==> src/rtl/therm_sampler.sv <==
// therm_sampler: synchronises an 8-bit sensor bus, averages 2^AVG_LOG2 samples per result and flags overruns and stalled sensor clocks
module therm_sampler #(
  parameter int AVG_LOG2 = 3,
  parameter int TIMEOUT = 50000
) (
  input  logic        clock,
  input  logic        reset,
  input  logic        clkin,
  input  logic        in0,
  input  logic        in1,
  input  logic        in2,
  input  logic        in3,
  input  logic        in4,
  input  logic        in5,
  input  logic        in6,
  input  logic        in7,
  input  logic        rd_ack,
  output logic [31:0] temp_word,
  output logic        temp_valid,
  output logic        overrun,
  output logic        sensor_fault
);
  localparam int AW = 8 + AVG_LOG2;
  localparam int WW = $clog2(TIMEOUT + 1);
  typedef enum logic {WAIT, ACCUM} state_t;
  state_t state, state_n;
  logic [2:0] clk_s, warm;
  logic [7:0] d_s1, d_s2;
  logic [AW-1:0] acc, acc_n, sum;
  logic [AVG_LOG2-1:0] cnt, cnt_n;
  logic [WW-1:0] wd;
  logic strobe, tout, done;
  always_ff @(posedge clock or posedge reset)
    if (reset) begin
      clk_s <= '0;
      warm <= '0;
      d_s1 <= '0;
      d_s2 <= '0;
    end else begin
      clk_s <= {clk_s[1:0], clkin};
      warm <= {warm[1:0], 1'b1};
      d_s1 <= {in7, in6, in5, in4, in3, in2, in1, in0};
      d_s2 <= d_s1;
    end
  // warm keeps the reset-forced zeros in the clkin pipe from looking like a rising edge
  assign strobe = clk_s[1] & ~clk_s[2] & warm[2];
  assign tout = ~strobe & (wd == WW'(TIMEOUT));
  assign sum = acc + AW'(d_s2);
  assign done = strobe & (state == ACCUM) & (cnt == '1);
  always_comb begin
    state_n = state;
    acc_n = acc;
    cnt_n = cnt;
    if (tout) begin
      state_n = WAIT;
      acc_n = '0;
      cnt_n = '0;
    end else if (strobe) begin
      state_n = ACCUM;
      acc_n = done ? '0 : sum;
      cnt_n = cnt + 1'b1;
    end
  end
  always_ff @(posedge clock or posedge reset)
    if (reset) begin
      state <= WAIT;
      acc <= '0;
      cnt <= '0;
      wd <= '0;
      temp_word <= '0;
      temp_valid <= 1'b0;
      overrun <= 1'b0;
      sensor_fault <= 1'b0;
    end else begin
      state <= state_n;
      acc <= acc_n;
      cnt <= cnt_n;
      wd <= strobe ? '0 : (wd == WW'(TIMEOUT) ? wd : wd + 1'b1);
      if (done) temp_word <= {24'b0, sum[AW-1:AVG_LOG2]};
      temp_valid <= ~tout & (done | (temp_valid & ~rd_ack));
      overrun <= overrun | (done & temp_valid & ~rd_ack);
      sensor_fault <= ~strobe & (tout | sensor_fault);
    end
endmodule

==> config.mk <==
export PLATFORM = sky130hd
export DESIGN_NAME = therm_sampler
export DESIGN_NICKNAME = d
export VERILOG_FILES = /design/src/rtl/therm_sampler.sv
export SDC_FILE = /design/constraint.sdc
export NUM_CORES = 1
export LEC_CHECK = 0
export BUFFER_PORTS_ARGS = -buffer_cell sky130_fd_sc_hd__buf_2
export CAP_MARGIN = 20
export CORE_MARGIN = 1.5
export CORE_UTILIZATION = 48
export DETAILED_ROUTE_END_ITERATION = 6
export PLACE_DENSITY = 0.73
export SETUP_SLACK_MARGIN = 0.2
export SKIP_CTS_REPAIR_TIMING = 1
export SLEW_MARGIN = 10
export SYNTH_ARGS = -nofsm -noshare
export SYNTH_HDL_FRONTEND = slang
export SYNTH_SLANG_ARGS = --single-unit
==> constraint.sdc <==
create_clock -name clock -period 4.1 [get_ports clock]
set_input_delay 0.41 -clock clock [delete_from_list [all_inputs] [get_ports clock]]
set_output_delay 0.41 -clock clock [all_outputs]
set_load 0.02 [all_outputs]
==> out/summary.txt <==
================================================================================
CTS H-tree lvls                                                                3
DIE WIDTH                                                               82.20 µm
Total Negative Setup Slacks                                                 0 ps
Most common cell after layout, fill and taps aside                  sky130_fd_sc_hd__dfrtp_1
Most frequent cells in the layout                                   sky130_fd_sc_hd__dfrtp_1, sky130_fd_sc_hd__conb_1, sky130_fd_sc_hd__nand2_1
Cell family with most CP delay                                      compound AO/OA/AOI/OAI gates
Async SR Flop Fraction                                                     1.000
Multi-input gate area                                                   1277 µm²
Fmax                                                                   448.7 MHz
Final period utilization                                                  0.5436
Largest buffer count on any clock path                                         2
Number of stages on the worst hold path                                        1
Fraction of final layout cells with drive strength greater than 1         0.1629
Hold Crit Start                                                              in5
Number of placement rows                                                      28
Final nets                                                                   327
Worst-case vdd ir drop                                               0.0002865 V
Max-capacitance violation count                                                0
Mean instance size in the synthesized netlist                          11.07 µm²
Worst-Skew Late Latency                                                   340 ps
Worst Path Max Fanout                                                          8
DRC                                                                            0
Reg-to-reg critical path endpoint                                         acc[8]
Maximum number of pins on one net before global-route repair                  44
Utilization after layout                                                  0.5553
Total leakage power                                                     1.605 nW
Slack of the worst reg-to-reg path                                       1870 ps
Number of placed I/O pins                                                     47
Count of different cell masters after synthesis                               49
Fraction of the yosys area taken by sequential cells                      0.5320
Min Tclk post-route                                                      2229 ps
Largest clock skew in the final design                                  10.28 ps
Reg area                                                                1602 µm²
Global-route wire length before repair                                  8.949 mm
DR pass1 iterations                                                            4
Number of sinks handled by clock tree synthesis                               64
Critical-path cell with the highest stage delay                     sky130_fd_sc_hd__fa_1
Total number of vias                                                       2,041
Setup violation total in the final timing report                               0
Final hold violation count                                                     0
Number of warning messages in the yosys log                                    0
Bufs and invs on worst path                                                    0
Run status                                                             completed
Worst setup startpoint                                                    acc[0]
Clock power share                                                          0.283
Worst R2R Path Depth                                                           6
Data required, critical path                                             4330 ps
Switch Pwr                                                             0.6798 mW
Post-DR wirelength/cell                                                 14.11 µm
HPWL reported at the end of detailed placement                          3.767 mm
Relative slew slack                                                       0.3445
Slew at the pin with the worst max-slew slack                           983.3 ps
Arrival time worst endpoint                                              2460 ps
Chip height                                                             82.20 µm
Root buffer cell                                                    sky130_fd_sc_hd__clkbuf_8
Ant diodes                                                                     0
Drt total wl                                                            5.391 mm
Number of global-route vias before repair                                  1,843
Post-DR vias/cell                                                          5.343
Synthesis-to-finish area growth                                           10.52%
Count of state elements after synthesis                                       64
Sequential Power Share                                                     0.424
Highest cell delay on the worst timing path                               450 ps
TritonCTS clock tree                                                       built
Residual antenna-violating net count after detailed routing                    0
Area of the placeable core                                              5991 µm²
Share of power burned in combinational logic                               0.294
Detailed router's first-iteration violation count                            154
PD cells                                                            591.6 nW/µm²
Global route overflow                                                          0
Floorplan die area                                                      6756 µm²
Min-Delay Path Class                                                      in2reg
RD Place Congestion                                                       0.8861
Slew Limit Fails                                                               0
Type of origin of the critical path                                     register
Setup repair after global routing missed its margin                        false
Internal                                                                1.288 mW
Most used flip-flop cell after synthesis                            sky130_fd_sc_hd__dfrtp_1
Mapped Area                                                             3010 µm²
Total of fill cells in the finished design                                   532
Initial antenna violation count                                                0
Critical Path, Cell by Cell                                         ha_1 -> fa_1 -> a211oi_1 -> o211ai_1 -> and3_1 -> o22a_1
Overall Global Routing Usage                                              0.1804
Starting density of the core                                              0.5025
Classification of the worst setup path                                   reg2reg
Clock buffer count from CTS                                                    9
# port buffers                                                                22
Syn Inst Count                                                               272
Endpoint, Worst Hold                                                     d_s1[5]
Startpoint of the most critical register-to-register path                 acc[0]
Number of synthesized flops with an enable pin                                 0
CTS clock-pin slew for the worst setup and hold paths                      70 ps
Switching Share                                                           0.3454
Worst setup EP type                                                     register
================================================================================
[worst register-to-register path, cell delays in order, from the launching register on]
cell and delay [ps]:
sky130_fd_sc_hd__dfrtp_1 390, sky130_fd_sc_hd__ha_1 240, sky130_fd_sc_hd__fa_1 450, sky130_fd_sc_hd__a211oi_1 290, sky130_fd_sc_hd__o211ai_1 270, sky130_fd_sc_hd__and3_1 290
sky130_fd_sc_hd__o22a_1 200
[cell type report]
type | count | area share
flip-flops and latches | 64 | 0.4814
multi-input cells | 197 | 0.3840
clock buffers | 11 | 0.04551
repair buffers | 24 | 0.03761
well taps | 75 | 0.02821
clock inverters | 5 | 0.01655
inverters | 6 | 0.006769
[worst max-delay path by stage]
stage	slack [ps]	endpoint	depth (start not counted)
CTS	1910	acc[8]	6
finish	1870	acc[8]	6
floorplan	2090	acc[0]	1
detailed placement	1950	acc[8]	6
global placement	2040	acc[8]	6
global route	1770	temp_word[5]	6
[synth_stat cells, types with 2 or more instances]
cell                        n  area share
sky130_fd_sc_hd__a211oi_1   3      0.0075
sky130_fd_sc_hd__a21o_1     4       0.010
sky130_fd_sc_hd__a21oi_1   13       0.022
sky130_fd_sc_hd__a22o_1     7       0.020
sky130_fd_sc_hd__a31o_2     2      0.0058
sky130_fd_sc_hd__a31oi_1    2      0.0042
sky130_fd_sc_hd__a41o_1     2      0.0067
sky130_fd_sc_hd__and3_1     2      0.0042
sky130_fd_sc_hd__buf_4     24       0.060
sky130_fd_sc_hd__clkbuf_1   3      0.0037
sky130_fd_sc_hd__conb_1     2      0.0025
sky130_fd_sc_hd__dfrtp_1   64        0.53
sky130_fd_sc_hd__ha_1      12       0.050
sky130_fd_sc_hd__inv_1      6      0.0075
sky130_fd_sc_hd__mux2_2     4       0.015
sky130_fd_sc_hd__nand2_1   24       0.030
sky130_fd_sc_hd__nand3_1   11       0.018
sky130_fd_sc_hd__nand3b_1   2      0.0050
sky130_fd_sc_hd__nand4_1    6       0.012
sky130_fd_sc_hd__nor2_1    17       0.021
sky130_fd_sc_hd__nor3_1     3      0.0050
sky130_fd_sc_hd__nor4_1     4      0.0083
sky130_fd_sc_hd__o211ai_1   6       0.015
sky130_fd_sc_hd__o21ai_0    8       0.013
sky130_fd_sc_hd__or4_1      3      0.0075
sky130_fd_sc_hd__xnor2_1    9       0.026
sky130_fd_sc_hd__xor2_1     7       0.020
[power by group through the flow]
stage                     registers, mW  logic (mW)  clock network, mW
after floorplan                   0.844       0.445                  0
after global placement            0.837       0.547                  0
after detailed placement          0.844       0.566                  0
after CTS                         0.833       0.573              0.564
after global routing              0.849       0.646              0.593
final                             0.834       0.578              0.557
[stage by stage]
| step | hold WS (ps) | setup WS [ps] | instance area [µm²] | power [mW] | std cells |
|---|---|---|---|---|---|
| 4_1_cts | 155.5 | 1907 | 3327 | 1.970 | 382 |
| 3_3_place_gp | 332.3 | 2036 | 3120 | 1.384 | 366 |
| 3_5_place_dp | 334.7 | 1949 | 3120 | 1.410 | 366 |
| 6_report | 170.7 | 1871 | 3327 | 1.968 | 382 |
| 5_1_grt | 151.8 | 1775 | 3327 | 2.089 | 382 |
| 2_1_floorplan | 331.2 | 2092 | 3097 | 1.289 | 295 |
[per-layer routing]
metal,share of wire,wire length [µm],vias up,global-route usage
met2,0.44,2395,63,0.2520
met5,0,0,-,0
li1,-,-,981,-
met1,0.48,2576,985,0.2536
met3,0.058,311,12,0.05275
met4,0.020,108,0,0.08983
[flip-flops by register name, indices dropped and copies added, names as in the netlist]
register and count:
state 1, temp_valid 1, d_s2 8, temp_word 8, clk_s 3, cnt 3
d_s1 8, acc 11, overrun 1, warm 3, wd 16, sensor_fault 1
[cell families after synthesis]
logic type,synth area share
DFF,0.5320
xor gates and xnor gates,0.04655
other,0.002495
muxes,0.01829
buffers and inverters,0.07232
adders and majority gates,0.05652
AOI/OAI and AO/OA,0.1313
and+or+nand+nor,0.1405
No activity file was read; power rests on OpenSTA's default activity.
